`src/rtl/mc_main_fsm_pkg.sv`:
```
// Shared state encoding, datapath select codes and opcode classes for the multicycle control FSM.
package mc_ctrl_pkg;

    typedef enum logic [3:0] {
        S_FETCH    = 4'd0,
        S_DECODE   = 4'd1,
        S_MEMADR   = 4'd2,
        S_MEMREAD  = 4'd3,
        S_MEMWB    = 4'd4,
        S_MEMWRITE = 4'd5,
        S_EXECUTER = 4'd6,
        S_EXECUTEI = 4'd7,
        S_ALUWB    = 4'd8,
        S_BRANCH   = 4'd9,
        S_FAULT    = 4'd15
    } state_t;

    localparam logic [1:0] SRCB_REG   = 2'b00;
    localparam logic [1:0] SRCB_IMM   = 2'b01;
    localparam logic [1:0] SRCB_FOUR  = 2'b10;

    localparam logic [1:0] RES_ALUOUT = 2'b00;
    localparam logic [1:0] RES_DATA   = 2'b01;
    localparam logic [1:0] RES_ALU    = 2'b10;

    localparam logic [1:0] OP_DP      = 2'b00;
    localparam logic [1:0] OP_MEM     = 2'b01;
    localparam logic [1:0] OP_BR      = 2'b10;

    // TST/TEQ/CMP/CMN only set flags and never write a register.
    function automatic logic is_compare(input logic [5:0] funct);
        return funct[4:3] == 2'b10;
    endfunction

endpackage

```
`src/rtl/mc_main_fsm_if.sv`:
```
// Instruction fields and memory handshake in, datapath selects and enables out.
interface mc_main_fsm_if;
    logic [1:0] Op;
    logic [5:0] Funct;
    logic [3:0] Rd;
    logic       CondEx;
    logic       MemReady;
    logic       IRWrite;
    logic       AdrSrc;
    logic       MemW;
    logic       RegW;
    logic       NextPC;
    logic       ALUSrcA;
    logic [1:0] ALUSrcB;
    logic [1:0] ResultSrc;
    logic       ALUOp;
    logic       FlagEn;
    logic       Branch;
    logic       Busy;
    logic       Fault;
    logic [3:0] State;

    modport master (
        input  Op, Funct, Rd, CondEx, MemReady,
        output IRWrite, AdrSrc, MemW, RegW, NextPC, ALUSrcA, ALUSrcB, ResultSrc,
               ALUOp, FlagEn, Branch, Busy, Fault, State
    );

    modport slave (
        output Op, Funct, Rd, CondEx, MemReady,
        input  IRWrite, AdrSrc, MemW, RegW, NextPC, ALUSrcA, ALUSrcB, ResultSrc,
               ALUOp, FlagEn, Branch, Busy, Fault, State
    );
endinterface

```
`src/rtl/mc_main_fsm.sv`:
```
// Main control FSM of the multicycle core: sequences fetch/decode/execute/memory/write-back.
// Latency: outputs are combinational from the current state and inputs; one state per cycle.
// Backpressure: stalls in FETCH/MEMREAD/MEMWRITE until MemReady, faulting after WAIT_LIMIT busy cycles.
import mc_ctrl_pkg::*;

module mc_main_fsm #(
    parameter int WAIT_LIMIT = 16,
    parameter int CNT_W      = 5
) (
    input  logic          clk,
    input  logic          reset,
    mc_main_fsm_if.master bus
);

    localparam logic [CNT_W-1:0] LIMIT = CNT_W'(WAIT_LIMIT);

    state_t           state, state_next;
    logic [CNT_W-1:0] cnt, cnt_next, cnt_inc;
    logic             timeout;
    logic             busy;
    logic             unused_funct;

    assign unused_funct = ^bus.Funct[2:1];

    // Saturating increment; the fault decision looks at the count this busy cycle would reach.
    assign cnt_inc = (cnt == {CNT_W{1'b1}}) ? cnt : cnt + CNT_W'(1);
    assign timeout = (WAIT_LIMIT != 0) && (cnt_inc >= LIMIT);

    always_ff @(posedge clk) begin
        if (reset) begin
            state <= S_FETCH;
            cnt   <= '0;
        end else begin
            state <= state_next;
            cnt   <= cnt_next;
        end
    end

    always_comb begin
        state_next    = state;
        busy          = 1'b0;
        bus.IRWrite   = 1'b0;
        bus.AdrSrc    = 1'b0;
        bus.MemW      = 1'b0;
        bus.RegW      = 1'b0;
        bus.NextPC    = 1'b0;
        bus.ALUSrcA   = 1'b0;
        bus.ALUSrcB   = SRCB_REG;
        bus.ResultSrc = RES_ALUOUT;
        bus.ALUOp     = 1'b0;
        bus.FlagEn    = 1'b0;
        bus.Branch    = 1'b0;
        bus.Fault     = 1'b0;

        case (state)
            S_FETCH: begin
                bus.ALUSrcA   = 1'b1;
                bus.ALUSrcB   = SRCB_FOUR;
                bus.ResultSrc = RES_ALU;
                if (bus.MemReady) begin
                    bus.IRWrite = 1'b1;
                    bus.NextPC  = 1'b1;
                    state_next  = S_DECODE;
                end else begin
                    busy = 1'b1;
                    if (timeout) state_next = S_FAULT;
                end
            end
            S_DECODE: begin
                bus.ALUSrcA   = 1'b1;
                bus.ALUSrcB   = SRCB_FOUR;
                bus.ResultSrc = RES_ALU;
                if (!bus.CondEx) begin
                    state_next = S_FETCH;
                end else begin
                    case (bus.Op)
                        OP_DP:   state_next = bus.Funct[5] ? S_EXECUTEI : S_EXECUTER;
                        OP_MEM:  state_next = S_MEMADR;
                        OP_BR:   state_next = S_BRANCH;
                        default: state_next = S_FAULT;
                    endcase
                end
            end
            S_EXECUTER, S_EXECUTEI: begin
                bus.ALUSrcB = (state == S_EXECUTEI) ? SRCB_IMM : SRCB_REG;
                bus.ALUOp   = 1'b1;
                bus.FlagEn  = 1'b1;
                state_next  = is_compare(bus.Funct) ? S_FETCH : S_ALUWB;
            end
            S_ALUWB, S_MEMWB: begin
                bus.ResultSrc = (state == S_MEMWB) ? RES_DATA : RES_ALUOUT;
                bus.RegW      = 1'b1;
                bus.NextPC    = (bus.Rd == 4'd15);
                state_next    = S_FETCH;
            end
            S_MEMADR: begin
                bus.ALUSrcB = SRCB_IMM;
                state_next  = bus.Funct[0] ? S_MEMREAD : S_MEMWRITE;
            end
            S_MEMREAD, S_MEMWRITE: begin
                bus.AdrSrc = 1'b1;
                bus.MemW   = (state == S_MEMWRITE);
                if (bus.MemReady) begin
                    state_next = (state == S_MEMREAD) ? S_MEMWB : S_FETCH;
                end else begin
                    busy = 1'b1;
                    if (timeout) state_next = S_FAULT;
                end
            end
            S_BRANCH: begin
                bus.ALUSrcB   = SRCB_IMM;
                bus.ResultSrc = RES_ALU;
                bus.Branch    = 1'b1;
                state_next    = S_FETCH;
            end
            S_FAULT: begin
                bus.Fault = 1'b1;
            end
            default: begin
                state_next = S_FAULT;
            end
        endcase

        // Any state change starts a fresh wait window.
        if (state_next != state) cnt_next = '0;
        else if (busy)           cnt_next = cnt_inc;
        else                     cnt_next = cnt;

        bus.Busy  = busy;
        bus.State = state;
    end

endmodule

```
`src/flat_wrapper.sv`:
```
// flat-port wrapper written by rule: the top's interface ports become plain ports
module mc_main_fsm_flat 
#(
    parameter int WAIT_LIMIT = 16,
    parameter int CNT_W      = 5
)
  (clk, reset, bus_Op, bus_Funct, bus_Rd, bus_CondEx, bus_MemReady, bus_IRWrite, bus_AdrSrc, bus_MemW, bus_RegW, bus_NextPC, bus_ALUSrcA, bus_ALUSrcB, bus_ResultSrc, bus_ALUOp, bus_FlagEn, bus_Branch, bus_Busy, bus_Fault, bus_State);
  mc_main_fsm_if bus_i ();
  input  logic clk;
  input  logic reset;
  input wire logic [$bits(bus_i.Op)-1:0] bus_Op;
  input wire logic [$bits(bus_i.Funct)-1:0] bus_Funct;
  input wire logic [$bits(bus_i.Rd)-1:0] bus_Rd;
  input wire logic [$bits(bus_i.CondEx)-1:0] bus_CondEx;
  input wire logic [$bits(bus_i.MemReady)-1:0] bus_MemReady;
  output wire logic [$bits(bus_i.IRWrite)-1:0] bus_IRWrite;
  output wire logic [$bits(bus_i.AdrSrc)-1:0] bus_AdrSrc;
  output wire logic [$bits(bus_i.MemW)-1:0] bus_MemW;
  output wire logic [$bits(bus_i.RegW)-1:0] bus_RegW;
  output wire logic [$bits(bus_i.NextPC)-1:0] bus_NextPC;
  output wire logic [$bits(bus_i.ALUSrcA)-1:0] bus_ALUSrcA;
  output wire logic [$bits(bus_i.ALUSrcB)-1:0] bus_ALUSrcB;
  output wire logic [$bits(bus_i.ResultSrc)-1:0] bus_ResultSrc;
  output wire logic [$bits(bus_i.ALUOp)-1:0] bus_ALUOp;
  output wire logic [$bits(bus_i.FlagEn)-1:0] bus_FlagEn;
  output wire logic [$bits(bus_i.Branch)-1:0] bus_Branch;
  output wire logic [$bits(bus_i.Busy)-1:0] bus_Busy;
  output wire logic [$bits(bus_i.Fault)-1:0] bus_Fault;
  output wire logic [$bits(bus_i.State)-1:0] bus_State;
  assign bus_i.Op = bus_Op;
  assign bus_i.Funct = bus_Funct;
  assign bus_i.Rd = bus_Rd;
  assign bus_i.CondEx = bus_CondEx;
  assign bus_i.MemReady = bus_MemReady;
  assign bus_IRWrite = bus_i.IRWrite;
  assign bus_AdrSrc = bus_i.AdrSrc;
  assign bus_MemW = bus_i.MemW;
  assign bus_RegW = bus_i.RegW;
  assign bus_NextPC = bus_i.NextPC;
  assign bus_ALUSrcA = bus_i.ALUSrcA;
  assign bus_ALUSrcB = bus_i.ALUSrcB;
  assign bus_ResultSrc = bus_i.ResultSrc;
  assign bus_ALUOp = bus_i.ALUOp;
  assign bus_FlagEn = bus_i.FlagEn;
  assign bus_Branch = bus_i.Branch;
  assign bus_Busy = bus_i.Busy;
  assign bus_Fault = bus_i.Fault;
  assign bus_State = bus_i.State;
  mc_main_fsm #(.WAIT_LIMIT(WAIT_LIMIT), .CNT_W(CNT_W)) u_core (.clk(clk), .reset(reset), .bus(bus_i));
endmodule
```
`config.mk`:
```
export PLATFORM = sky130hd
export DESIGN_NAME = mc_main_fsm_flat
export DESIGN_NICKNAME = d
export VERILOG_FILES = /design/src/rtl/mc_main_fsm_pkg.sv /design/src/rtl/mc_main_fsm_if.sv /design/src/rtl/mc_main_fsm.sv /design/src/flat_wrapper.sv
export SDC_FILE = /design/constraint.sdc
export NUM_CORES = 1
export LEC_CHECK = 0
export CORE_MARGIN = 5
export CORE_UTILIZATION = 48
export CTS_BUF_LIST = sky130_fd_sc_hd__clkbuf_4 sky130_fd_sc_hd__clkbuf_8
export DETAILED_ROUTE_END_ITERATION = 8
export PLACE_DENSITY = 0.95
export REMOVE_ABC_BUFFERS = 1
export SLEW_MARGIN = 20
export SYNTH_ARGS = -nofsm -noshare
export SYNTH_HDL_FRONTEND = slang
export SYNTH_SLANG_ARGS = --single-unit
```
`constraint.sdc`:
```
create_clock -name clk -period 4.35 [get_ports clk]
set_input_delay 1.0875 -clock clk [delete_from_list [all_inputs] [get_ports clk]]
set_output_delay 1.0875 -clock clk [all_outputs]
set_load 0.1 [all_outputs]
```
==> impl_metrics.csv <==
group,metric,value,unit
die,dieArea,2760,sq um
clock_network,clk_path_buf_depth,2,
die,die_y,52.6,microns
yosys,synth_ff_type,"dfxtp_1",
sta,fin_crit,3.72,ns
sta,fin_ws,0.628,ns
yosys,synth_edf_count,0,
critical_path,end_kind,"output pin",
final_layout,final_common_cell,"clkdlybuf4s50_1",
power,p_leak,0.472,nW
yosys,yosys.area.top_type_share,0.207,
final_layout,layout.nets,159,
final_layout,seqCellArea,180,sq um
critical_path,start_kind,"input pin",
critical_path,cp-endpoint,"bus_Busy",
job,max_cap_viol_count,0,
die,start_util,0.504,
die,die_w,52.6,microns
sta,post-route-period-util,0.856,
placement,place_congestion,0.785,
clock_network,clkLatencyLatePin,0.26,ns
clock_network,post_cts_resized,0,
drt,drt_iter0_markers,15,
clock_network,cts_tree,"yes",
yosys,netlist_area,870,sq um
die,coreArea,1730,sq um
clock_network,cts_hold_buffers,0,
clock_network,root_buffer,"clkbuf_4",
final_layout,layout-area-overhead-vs-synth,36.7,%
sta,fin_setup_tns,0,ns
sta,finClkSkew,0.00674,ns
yosys,synth-seq-cells,9,
global_route,grt_pass1_wl,3800,microns
sta,rsz0062_at_grt,"false",
min_path,min_path_type,"reg -> reg",
placement,dpl.hpwl,1960,microns
die,rows,15,
outcome,status,"completed",
yosys,synth-async-reset-ratio,0,
clock_network,clkSinkCount,9,
final_layout,final_cell_mix,"17 x clkdlybuf4s50_1, 16 x buf_4, 9 x dfxtp_1",
critical_path,arrival,2.63,ns
critical_path,rr_endpoint,"u_core.cnt[3]",
sta,hold_viol_final,0,
global_route,antenna_found_initial,0,
yosys,syn_area_per_cell,8.05,sq um
final_layout,final_cells,162,
yosys,ys_warn_count,0,
sta,worst_slew_pin_slew,0.980,ns
clock_network,post-cts-setup-buffer-count,0,
yosys,yosysTopAreaCell,"dfxtp_1",
sta,setup_viol_count_final,0,
yosys,seq_area_frac_synth,0.207,
sta,maxSlewViolCount,0,
global_route,grt_max_degree,23,
global_route,grt_usage,0.181,
global_route,grt_pass1_vias,909,
yosys,synthTopCellsByArea,"dfxtp_1 21%, ha_1 7.2%, nor4_1 4.3%, a31oi_1 3.6%, nand2b_1 3.6%",
critical_path,crit_path_start,"bus_MemReady",
final_layout,drive_above_1_share,0.212,
global_route,grt-ovfl-total,0,
drt,ant_nets,0,
clock_network,cts_buffers,3,
sta,fmax,269,MHz
die,io_pins,35,
drt,remaining_drc_errors,0,
critical_path,worst-r2r-setup-slack,1.96,ns
critical_path,crit_type,"in -> out",
power,p_total,0.477,mW
critical_path,critPathMaxFanout,12,
final_layout,diodes,0,
final_layout,n_fill_cell,150,
drt,vias_per_cell,5.97,
placement,place.port_buffers,32,
sta,whs,0.572,ns
placement,pre_cts_slack,0.672,ns
drt,wl_per_cell,14.9,microns
sta,slew_headroom,0.345,
yosys,syn_inst,108,
final_layout,multi_input_area,614,sq um
clock_network,htree_num_levels,1,
clock_network,path_clk_slew,0.06,ns
placement,dp.cells,158,
critical_path,worstPathRequired,3.26,ns
yosys,synth_cell_types,44,
critical_path,rr_worst_depth,5,
drt,firstDrtPassIters,4,
critical_path,reg2reg_from,"u_core.bus.State[3]",
drt,num_vias,967,
power,powerDensity,401,nW/um^2
power,ir_worst_vdd,0.331,mV
drt,totalWireLength,2410,microns
## metrics by stage
step / instance area, sq um / utilization
global route: 1190 / 0.688
global placement: 1160 / 0.671
detailed placement: 1160 / 0.671
finish: 1190 / 0.688
floorplan: 817 / -
CTS: 1190 / 0.688
## area by class of cell
| cell class | count | share of cell area |
|---|---|---|
| timing repair buffer | 34 | 0.261 |
| tap | 25 | 0.0263 |
| inverter | 6 | 0.0189 |
| multi-input combinational | 84 | 0.517 |
| clock buffer | 4 | 0.0253 |
| sequential | 9 | 0.152 |
## report_power, final
part / switching, mW / internal [mW]
Clock: 0.0291 / 0.0416
Combinational: 0.226 / 0.0847
Sequential: 0.00779 / 0.0879
Total: 0.263 / 0.214
## kinds of logic after synthesis
logic type,synth area share
AND/OR/NAND/NOR,0.288
XOR/XNOR,0.0302
buffers and inverters,0.0863
adder cells (fa/ha/maj),0.0719
AO/OA/AOI/OAI,0.294
multiplexers,0.0230
flip-flops,0.207
## layer usage
metal  routed length, microns  global-route usage  part of all wire  vias up
li1                         -                   -                 -      472
met1                      875               0.177              0.36      451
met2                     1350               0.345              0.56       34
met3                      114              0.0399             0.047       10
met4                       64              0.0979             0.027        0
met5                        0                   0                 0        -
## worst min-delay path by stage
stage                              from            end  slack, ns  depth (start not counted)
after floorplan                    flop           flop       0.52                          2
after global placement             flop           flop       0.54                          2
after detailed placement  u_core.cnt[0]  u_core.cnt[0]       0.58                          2
after CTS                          flop           flop       0.59                          2
after global routing               flop           flop       0.62                          2
final                              flop           flop       0.57                          2
## synthesized netlist by cell type (2+ instances only)
master	instances
inv_1	6
buf_2	3
nor4b_1	2
clkbuf_1	2
a21oi_1	5
nand4_1	2
o22ai_1	2
a31oi_1	5
buf_4	2
mux2i_1	2
o21ai_0	3
nor2_1	5
nand2b_1	5
dfxtp_1	9
xnor2_1	2
ha_1	5
nand2_1	6
and4_1	2
and3_1	3
nor4_1	6
or3_1	2
a31o_2	2
nor3_1	6
## critical path, stage by stage
cell             delay (ns)
clkdlybuf4s50_1        0.50
nor4b_1                0.30
a22o_1                 0.50
buf_12                 0.24
Note: power is estimated with default switching activity, not from simulation.
